<file path="src/rtl/trigger_pkg.sv">
// Shared encodings and power-on defaults for the trigger sequencer.
package trigger_pkg;

  localparam logic [1:0] ST_IDLE  = 2'd0;
  localparam logic [1:0] ST_ARMED = 2'd1;
  localparam logic [1:0] ST_RUN   = 2'd2;
  localparam logic [1:0] ST_DONE  = 2'd3;

  localparam logic [1:0] MODE_CONT  = 2'b00;
  localparam logic [1:0] MODE_BURST = 2'b01;
  localparam logic [1:0] MODE_EXT   = 2'b10;

  localparam int unsigned DEF_PERIOD = 6_666_666;
  localparam int unsigned DEF_DELAY  = 0;
  localparam int unsigned DEF_WIDTH  = 2000;
  localparam int unsigned DEF_DIV    = 0;

  // Encoding 11 is reserved and behaves as continuous.
  function automatic logic [1:0] mode_norm(input logic [1:0] m);
    return (m == 2'b11) ? MODE_CONT : m;
  endfunction

endpackage

</file>
<file path="src/rtl/trigger_channel.sv">
// One trigger channel: frame divider, delay and pulse-width timing with
// delay/width/mask captured at each frame start.
module trigger_channel
  import trigger_pkg::*;
#(
  parameter int DLY_W = 12,
  parameter int PW_W  = 16,
  parameter int DIV_W = 4
) (
  input  logic             clk,
  input  logic             rst,
  input  logic             clr_i,
  input  logic             fs_i,
  input  logic             mask_i,
  input  logic [DIV_W-1:0] div_i,
  input  logic [DLY_W-1:0] dly_i,
  input  logic [PW_W-1:0]  wid_i,
  output logic             trig_o,
  output logic             act_nxt_o,
  output logic             ovr_o
);

  localparam int CW = ((DLY_W > PW_W) ? DLY_W : PW_W) + 1;

  logic             act_q, act_d;
  logic [CW-1:0]    cnt_q, cnt_d, end_cnt;
  logic [DIV_W-1:0] div_q, div_d;
  logic [DLY_W-1:0] dly_q, dly_d;
  logic [PW_W-1:0]  wid_q, wid_d;
  logic             msk_q, msk_d;
  logic             fire;

  assign fire    = fs_i & mask_i & (div_q == '0);
  // cnt runs 0..dly+wid-1 from the cycle after the frame start
  assign end_cnt = CW'(dly_q) + CW'(wid_q) - CW'(1);

  always_comb begin
    act_d = act_q;
    cnt_d = cnt_q;
    div_d = div_q;
    dly_d = dly_q;
    wid_d = wid_q;
    msk_d = msk_q;
    if (clr_i) begin
      act_d = 1'b0;
      cnt_d = '0;
      div_d = '0;
    end else if (fs_i) begin
      dly_d = dly_i;
      wid_d = (wid_i == '0) ? PW_W'(1) : wid_i;
      msk_d = mask_i;
      div_d = (div_q >= div_i) ? '0 : div_q + DIV_W'(1);
      act_d = fire;
      cnt_d = '0;
    end else if (act_q) begin
      if (cnt_q == end_cnt) act_d = 1'b0;
      else                  cnt_d = cnt_q + CW'(1);
    end
  end

  always_ff @(posedge clk) begin
    if (rst) begin
      act_q <= 1'b0;
      cnt_q <= '0;
      div_q <= DIV_W'(DEF_DIV);
      dly_q <= DLY_W'(DEF_DELAY);
      wid_q <= PW_W'(DEF_WIDTH);
      msk_q <= 1'b1;
    end else begin
      act_q <= act_d;
      cnt_q <= cnt_d;
      div_q <= div_d;
      dly_q <= dly_d;
      wid_q <= wid_d;
      msk_q <= msk_d;
    end
  end

  assign trig_o    = act_q & msk_q & (cnt_q >= CW'(dly_q));
  assign act_nxt_o = act_d;
  assign ovr_o     = fs_i & act_q & ~clr_i;

endmodule

</file>
<file path="src/rtl/trigger_sequencer.sv">
// Multi-channel camera/IMU trigger sequencer: continuous, burst and external-sync
// framing. Define TRIG_OVERRUN_DET_EN to add the sticky overrun_err output.
module trigger_sequencer
  import trigger_pkg::*;
#(
  parameter int NUM_CH = 5,
  parameter int PER_W  = 28,
  parameter int DLY_W  = 12,
  parameter int PW_W   = 16,
  parameter int DIV_W  = 4
) (
  input  logic                          clk,
  input  logic                          rst,
  input  logic                          enable,
  input  logic [1:0]                    mode,
  input  logic [PER_W-1:0]              period,
  input  logic [15:0]                   burst_len,
  input  logic                          ext_sync,
  input  logic [NUM_CH-1:0][DLY_W-1:0]  ch_delay,
  input  logic [NUM_CH-1:0][PW_W-1:0]   ch_width,
  input  logic [NUM_CH-1:0][DIV_W-1:0]  ch_div,
  input  logic [NUM_CH-1:0]             ch_mask,
  output logic [NUM_CH-1:0]             trig_out,
  output logic                          frame_start,
  output logic [31:0]                   frame_cnt,
  output logic                          busy,
  output logic                          done
`ifdef TRIG_OVERRUN_DET_EN
  , output logic [NUM_CH-1:0]           overrun_err
`endif
);

  logic [1:0]        state_q, state_d, mode_n;
  logic              en_q, ext_q, pend_q, pend_d;
  logic [PER_W-1:0]  per_q, per_d, per_sh_q, per_sh_d, per_eff;
  logic [31:0]       fcnt_q, fcnt_d;
  logic [15:0]       bcnt_q, bcnt_d, burst_eff;
  logic              run_start, fs, clr, burst_end;
  logic [NUM_CH-1:0] act_nxt, ovr_hit;

  assign mode_n    = mode_norm(mode);
  assign per_eff   = (period < PER_W'(2)) ? PER_W'(2) : period;
  assign burst_eff = (burst_len == 16'd0) ? 16'd1 : burst_len;
  assign run_start = (state_q == ST_IDLE) & enable & ~en_q;
  assign burst_end = (mode_n == MODE_BURST) & (bcnt_q >= burst_eff);
  assign clr       = ~enable | run_start;

  // Gating on enable gives a coincident disable priority over any frame source.
  assign fs = ~rst & enable &
              (((state_q == ST_RUN) & (mode_n != MODE_EXT) & (per_q == '0) & ~burst_end) |
               (((state_q == ST_ARMED) | (state_q == ST_RUN)) & (mode_n == MODE_EXT) & pend_q));

  always_comb begin
    state_d  = state_q;
    per_d    = per_q;
    fcnt_d   = fcnt_q;
    bcnt_d   = bcnt_q;
    per_sh_d = per_sh_q;
    pend_d   = enable & ext_sync & ~ext_q;
    if (fs) begin
      per_sh_d = per_eff;
      if (fcnt_q != '1) fcnt_d = fcnt_q + 32'd1;
      if (bcnt_q != '1) bcnt_d = bcnt_q + 16'd1;
    end
    case (state_q)
      ST_IDLE: if (run_start) begin
        state_d = (mode_n == MODE_EXT) ? ST_ARMED : ST_RUN;
        per_d   = '0;
        fcnt_d  = '0;
        bcnt_d  = '0;
      end
      ST_ARMED: if (fs || mode_n != MODE_EXT) state_d = ST_RUN;
      ST_RUN: begin
        if (mode_n == MODE_EXT)                   per_d = '0;
        else if (per_q >= per_sh_q - PER_W'(1))   per_d = '0;
        else                                      per_d = per_q + PER_W'(1);
        // finish once the last burst frame has drained from every channel
        if (burst_end && act_nxt == '0) state_d = ST_DONE;
      end
      default: ;
    endcase
    if (!enable) begin
      state_d = ST_IDLE;
      per_d   = '0;
      fcnt_d  = '0;
      bcnt_d  = '0;
    end
  end

  always_ff @(posedge clk) begin
    if (rst) begin
      state_q  <= ST_IDLE;
      en_q     <= 1'b0;
      ext_q    <= 1'b0;
      pend_q   <= 1'b0;
      per_q    <= '0;
      fcnt_q   <= '0;
      bcnt_q   <= '0;
      per_sh_q <= PER_W'(DEF_PERIOD);
    end else begin
      state_q  <= state_d;
      en_q     <= enable;
      ext_q    <= ext_sync;
      pend_q   <= pend_d;
      per_q    <= per_d;
      fcnt_q   <= fcnt_d;
      bcnt_q   <= bcnt_d;
      per_sh_q <= per_sh_d;
    end
  end

  for (genvar g = 0; g < NUM_CH; g++) begin : g_ch
    trigger_channel #(
      .DLY_W(DLY_W),
      .PW_W (PW_W),
      .DIV_W(DIV_W)
    ) u_ch (
      .clk      (clk),
      .rst      (rst),
      .clr_i    (clr),
      .fs_i     (fs),
      .mask_i   (ch_mask[g]),
      .div_i    (ch_div[g]),
      .dly_i    (ch_delay[g]),
      .wid_i    (ch_width[g]),
      .trig_o   (trig_out[g]),
      .act_nxt_o(act_nxt[g]),
      .ovr_o    (ovr_hit[g])
    );
  end

`ifdef TRIG_OVERRUN_DET_EN
  logic [NUM_CH-1:0] ovr_q;
  always_ff @(posedge clk) begin
    if (rst || !enable) ovr_q <= '0;
    else                ovr_q <= ovr_q | ovr_hit;
  end
  assign overrun_err = ovr_q;
`else
  logic unused_ovr;
  assign unused_ovr = ^ovr_hit;
`endif

  assign frame_start = fs;
  assign frame_cnt   = fcnt_q;
  assign busy        = (state_q == ST_ARMED) | (state_q == ST_RUN) | (|trig_out);
  assign done        = (state_q == ST_DONE);

endmodule

</file>
<file path="config.mk">
export PLATFORM = sky130hd
export DESIGN_NAME = trigger_sequencer
export DESIGN_NICKNAME = d
export VERILOG_FILES = /design/src/rtl/trigger_pkg.sv /design/src/rtl/trigger_channel.sv /design/src/rtl/trigger_sequencer.sv
export SDC_FILE = /design/constraint.sdc
export NUM_CORES = 1
export LEC_CHECK = 0
export ABC_AREA = 1
export ABC_CLOCK_PERIOD_IN_PS = 10500
export CAP_MARGIN = 5
export CORE_MARGIN = 2
export CORE_UTILIZATION = 64
export CTS_CLUSTER_DIAMETER = 40
export CTS_CLUSTER_SIZE = 14
export DETAILED_ROUTE_END_ITERATION = 8
export PLACE_DENSITY = 0.88
export SLEW_MARGIN = 10
export SYNTH_ARGS = -nofsm -noshare
export SYNTH_HDL_FRONTEND = slang
export SYNTH_SLANG_ARGS = --single-unit
</file>
<file path="constraint.sdc">
create_clock -name clk -period 10.5 [get_ports clk]
set_clock_uncertainty 0.1 [all_clocks]
set_input_delay 3.15 -clock clk [delete_from_list [all_inputs] [get_ports clk]]
set_output_delay 3.15 -clock clk [all_outputs]
set_load 0.005 [all_outputs]
</file>
==> Yosys cells after proc, flatten, opt, wreduce, memory -nomap -nowiden <==
Index checks and enable logic that the tools add are counted.
{ "totals": {"ff_bits": 364, "output_inout_bits": 40, "word_cells": 219, "input_bits": 215} }
{ "classes": {"n_addsub": 24, "magnitude_cmp": 13, "eq_ne": 17, "n_mux": 50, "bitwise_logic": 47, "reduce_logical": 30} }
{ "op_table": {"columns": ["op", "n"], "rows": [
  ["16-bit 2-to-1 mux", 10],
  ["32-bit 2-to-1 mux", 4],
  ["28-bit 2-to-1 mux", 4],
  ["16-bit zero test", 6],
  ["12-bit by 16-bit adder with 17-bit output", 5],
  ["17-bit by 1-bit adder with 17-bit output, second input constant", 5],
  ["17-bit == test", 5],
  ["17-bit by 12-bit >= comparator with 1-bit output", 5],
  ["17-bit by 1-bit subtractor with 17-bit output, second input constant", 5],
  ["28-bit case mux with 2 select lines", 1],
  ["32-bit by 1-bit adder with 32-bit output, second input constant", 1],
  ["1-bit bitwise AND", 32],
  ["32-bit != test, second input constant", 1],
  ["28-bit by 1-bit adder with 28-bit output, second input constant", 1],
  ["28-bit >= comparator", 1],
  ["28-bit zero test", 1],
  ["28-bit by 2-bit less-than comparator with 1-bit output, second input constant", 1],
  ["28-bit by 1-bit subtractor with 28-bit output, second input constant", 1],
  ["4-bit by 1-bit adder with 4-bit output, second input constant", 5],
  ["4-bit >= comparator", 5],
  ["4-bit zero test", 5],
  ["1-bit 2-to-1 mux", 20],
  ["4-bit 2-to-1 mux", 5],
  ["16-bit by 1-bit adder with 16-bit output, second input constant", 1],
  ["21 further kinds", 51]
]} }

==> Depth between registers and ports, before layout <==
{ "logic_depth": {"word_depth": 16, "mapped_depth": 30, "mapped_depth_nobuf": 30} }

==> By module <==
From an unflattened synthesis, not the netlist that was laid out.
{ "hier_totals": {"cells_unflattened": 4455, "hier_area_um2": 29016.6} }
{ "modules_own_cells": {"columns": ["mod", "area_each_um2", "cells_per_inst", "n_inst", "seq_area_each_um2"], "rows": [
  ["trigger_channel (g_ch[1].u_ch ...)", 4231.6, 640, 2, 1021.0],
  ["trigger_sequencer", 8052.7, 1277, 1, 2182.1],
  ["trigger_channel (g_ch[3].u_ch)", 4185.3, 637, 1, 1021.0],
  ["trigger_channel (g_ch[0].u_ch)", 4182.8, 640, 1, 1021.0],
  ["trigger_channel (g_ch[2].u_ch)", 4132.7, 621, 1, 1021.0]
]} }

==> Worst setup path before layout <==
No wires, ideal clock.
{ "synth_path": {"path_type": "input to output", "from": "input burst_len[8]", "to": "output frame_start", "arrival_time_ps": 5043, "stages": 15, "path_buffers": 2, "required_time_ps": 7250, "slack_ps": 2207, "cell_sequence": "nor4_1 -> a41o_1 -> ha_1 -> inv_1 -> a21oi_1 -> o21ai_0 -> nand2_1 -> nand2_1 -> nand2_1 -> nand3_1 -> nand2_1 -> nand2_2 -> a21oi_4 -> clkbuf_1 -> clkbuf_1"} }
{ "synth_via": {"elab_chain_cells": 8} }
{ "synth_rtl": {"columns": ["element", "line_no", "source"], "rows": [
  ["start: declaration", "trigger_sequencer.sv:17", "input logic [15:0] burst_len,"],
  ["16-bit zero test", "trigger_sequencer.sv:43", "assign burst_eff = (burst_len == 16'd0) ? 16'd1 : burst_len;"],
  ["16-bit 2-to-1 mux (*)", "trigger_sequencer.sv:43", null],
  ["16-bit >= comparator (*)", "trigger_sequencer.sv:45", "assign burst_end = (mode_n == MODE_BURST) & (bcnt_q >= burst_eff);"],
  ["1-bit bitwise AND (*)", "trigger_sequencer.sv:45", null],
  ["1-bit NOT (*)", "trigger_sequencer.sv:50", "(((state_q == ST_RUN) & (mode_n != MODE_EXT) & (per_q == '0) & ~burst_end) |"],
  ["1-bit bitwise AND (*)", "trigger_sequencer.sv:50", null],
  ["1-bit OR (*)", "trigger_sequencer.sv:50", null],
  ["1-bit bitwise AND (*)", "trigger_sequencer.sv:49", "assign fs = ~rst & enable &"],
  ["end: declaration", "trigger_sequencer.sv:24", "output logic frame_start,"]
]} }
Every way passes the cells marked *; elsewhere a longest branch is shown, timed or not.

==> Final worst setup path <==
{ "layout_path": {"from": "input burst_len[12]", "to": "output frame_start"} }
Same word-level chain as after synthesis.

==> impl_metrics.csv <==
group,metric,value,unit
clocking,count_of_clock_tree_sinks,364,
drt,ant_nets,0,
sta,final_hold_fails,0,
final_layout,layout-drive-gt1-share,0.0541,
clocking,htreeDepth,2,
floorplanning,chipWidth,207,um
final_layout,mostFrequentLayoutCell,"sky130_fd_sc_hd__nand2_1",
global_route,gr-usage-all-layers,0.323,
final_layout,syn_to_final_growth,18.0,%
sta,timing.fmax,109,MHz
setup_path,critical_path.endpoint_type,"output pin",
final_layout,mostFrequentLayoutCells,"sky130_fd_sc_hd__nand2_1 (764), sky130_fd_sc_hd__inv_1 (737), sky130_fd_sc_hd__dfxtp_1 (364), sky130_fd_sc_hd__a21oi_1 (309), sky130_fd_sc_hd__ha_1 (283)",
setup_path,crit_path_start_kind,"input port",
placed_design,numPortBuffers,254,
logic_synthesis,yosys.area.top_type_share,0.276,
clocking,tritoncts_clock_tree,"yes",
final_layout,fin_util,0.763,
placed_design,gp_congestion,0.933,
setup_path,rr_endpoint,"per_q[19]",
logic_synthesis,post_synth.cell_area_avg,6.78,um2
placed_design,dp_hpwl,52500,um
job,max_cap_violations,0,
sta,finalWorstSetupSlack,1350,ps
sta,finalSetupViolations,0,
hold_path,hold_path_depth,1,
power,powerDensity,116,nW/um2
drt,post-route-drc-count,0,
clocking,cts.path.max_buffers,3,
global_route,grt_start_max_net_pins,123,
logic_synthesis,synthesis.instances,3900,
drt,drt_iter0_markers,1950,
sta,fin_crit,9150,ps
logic_synthesis,ys_seq_area_frac,0.276,
logic_synthesis,syn-cell-area,26400,um2
placed_design,dp_worst_setup_slack,1360,ps
power,max-vdd-ir-drop,0.106,mV
sta,worst_slew_pin_slew,1100,ps
final_layout,antenna_cells,0,
drt,total_routed_length,70800,um
drt,vias,26100,
floorplanning,die_area,42900,um2
setup_path,cp-endpoint,"frame_start",
clocking,cts_bufs_inserted,54,
sta,totalNegativeSetupSlack,0,ps
logic_synthesis,async_flop_share,0,
hold_path,path_category_of_the_worst_min_delay_check,"reg -> reg",
sta,finalMaxSlewViolations,0,
drt,detail_routed_net_length_per_standard_cell,15.0,um
floorplanning,floorplan.core_area,40800,um2
clocking,cts_root_buf,"sky130_fd_sc_hd__clkbuf_16",
setup_path,worst-r2r-setup-slack,5420,ps
logic_synthesis,synth-seq-cells,364,
clocking,post_cts.repair.setup_buffers,0,
placed_design,dpl_cell_area,29300,um2
clocking,clock_latency,610,ps
floorplanning,die_h,207,um
logic_synthesis,synthDominantAreaCellType,"sky130_fd_sc_hd__dfxtp_1",
clocking,clock_input_transition_at_the_sequential_cells_of_the_worst_setup_and_hold_paths,60,ps
global_route,overflow,0,
sta,final.hold.worst_slack,297,ps
global_route,grt_antenna_before_repair,4,
setup_path,crit_required,7250,ps
clocking,cts.hold.buffers_added,0,
drt,vias_per_cell,5.55,
setup_path,worst_r2r_path_depth,25,
floorplanning,rows,74,
clocking,cts-resized-gates,0,
sta,max-slew-margin-rel,0.268,
floorplanning,pin_count,255,
setup_path,worst_r2r_startpoint,"per_sh_q[5]",
final_layout,postLayoutCellArea,31200,um2
sta,grt_setup_unrepaired,"false",
outcome,outcome,"complete, no violations",
logic_synthesis,yosysUniqueCellTypes,64,
final_layout,final_nets,4633,
setup_path,cp.arrival,5900,ps
logic_synthesis,synthesis.yosys.warnings,0,
setup_path,setup.worst_path.start,"burst_len[12]",
drt,detail_route.first_pass.iterations,6,
power,leakagePower,14.1,nW
global_route,number_of_global_route_vias_before_repair,24900,
logic_synthesis,mappedNetlistNets,4403,
logic_synthesis,post_synth_main_area_contributors,"sky130_fd_sc_hd__dfxtp_1 (28%), sky130_fd_sc_hd__ha_1 (13%), sky130_fd_sc_hd__nand2_1 (11%), sky130_fd_sc_hd__inv_1 (10%), sky130_fd_sc_hd__a21oi_1 (5.9%)",
setup_path,path_class,"in -> out",
setup_path,cp_max_fo,6,
sta,period_share,0.872,
floorplanning,floorplan.initialDensity,0.647,
logic_synthesis,number_of_enable_flip_flop_cells_after_synthesis,0,
final_layout,final.fill_count,3075,
logic_synthesis,synth_ff_type,"sky130_fd_sc_hd__dfxtp_1",
global_route,global_route_wire_length_before_repair,117000,um
[critical path, stage by stage]
cell                              delay [ps]
sky130_fd_sc_hd__clkdlybuf4s50_1         420
sky130_fd_sc_hd__nor4_1                  370
sky130_fd_sc_hd__a41o_1                  230
sky130_fd_sc_hd__ha_1                    130
sky130_fd_sc_hd__inv_1                    40
sky130_fd_sc_hd__a21oi_1                 120
sky130_fd_sc_hd__o21ai_0                  80
sky130_fd_sc_hd__nand2_1                  60
sky130_fd_sc_hd__nand2_1                  50
sky130_fd_sc_hd__nand2_1                  60
sky130_fd_sc_hd__nand3_1                  80
sky130_fd_sc_hd__nand2_1                 160
sky130_fd_sc_hd__nand2_2                 120
sky130_fd_sc_hd__a21oi_4                 260
sky130_fd_sc_hd__clkdlybuf4s50_1         570
[cell usage after synthesis (all sizes together), types with 7 or more instances]
cell	n
o21ai	215
a21o	7
nand4	68
nor2	305
inv	750
xor2	90
nand3b	19
ha	283
xnor2	47
clkbuf	51
nor3	90
nand3	229
dfxtp	364
a31oi	16
a211oi	35
nor4	60
o21a	15
nor3b	11
buf	36
or2	10
a21oi	314
o211ai	27
nand2	795
[stage by stage]
stage                     cells  power [mW]
after CTS                  4707        3.63
final                      4707        3.62
after global routing       4707        3.74
after detailed placement   4606        1.80
after global placement     4606        1.80
after floorplan            3900        1.65
[final cells by class]
cell class | count | area, um2 | share of cell area
clock buffer | 63 | 1450 | 0.0464
clock inverter | 38 | 408 | 0.0131
inverter | 755 | 2840 | 0.0912
multi-input combinational | 2694 | 15900 | 0.511
sequential | 364 | 7290 | 0.234
tap | 532 | 666 | 0.0214
timing repair buffer | 261 | 2590 | 0.0831
[registers in the layout, indices dropped and copies added (netlist names)]
signal	cells
g_ch.u_ch.cnt_q	85
g_ch.u_ch.wid_q	80
g_ch.u_ch.dly_q	60
frame_cnt	32
per_q	28
per_sh_q	28
g_ch.u_ch.div_q	20
bcnt_q	16
g_ch.u_ch.act_q	5
g_ch.u_ch.msk_q	5
state_q	2
en_q	1
ext_q	1
pend_q	1
[report_power, final]
group          internal [mW]  leakage, nW  switching (mW)
sequential              1.39         2.94         0.00726
combinational          0.168         10.2           0.217
clock                   1.11        0.896           0.729
total                   2.67         14.1           0.953
[how the worst min path moves through the flow]
| stage | start | end | slack, ps |
|---|---|---|---|
| floorplan | ext_q | pend_q | 270 |
| global placement | ext_q | pend_q | 280 |
| detailed placement | ext_q | pend_q | 290 |
| CTS | ext_q | pend_q | 300 |
| global route | ext_q | pend_q | 300 |
| finish | ext_q | pend_q | 300 |
[logic make-up (layout without fill, tap and decap cells)]
| group | after synthesis | after routing | share of synthesized area |
|---|---|---|---|
| simple gates | 1598 | 1598 | 0.277 |
| buf+inv | 842 | 1117 | 0.122 |
| compound gates | 671 | 671 | 0.142 |
| flops | 364 | 364 | 0.276 |
| fa+ha+maj | 288 | 288 | 0.138 |
| xor+xnor | 137 | 137 | 0.0454 |
[metal layers]
| layer | global-route usage | wire length, um |
|---|---|---|
| met1 | 0.418 | 31400 |
| met2 | 0.547 | 32400 |
| met3 | 0.0551 | 5190 |
| met4 | 0.107 | 1890 |
| met5 | 0 | 43 |
Power figures use the tool's default switching activity.
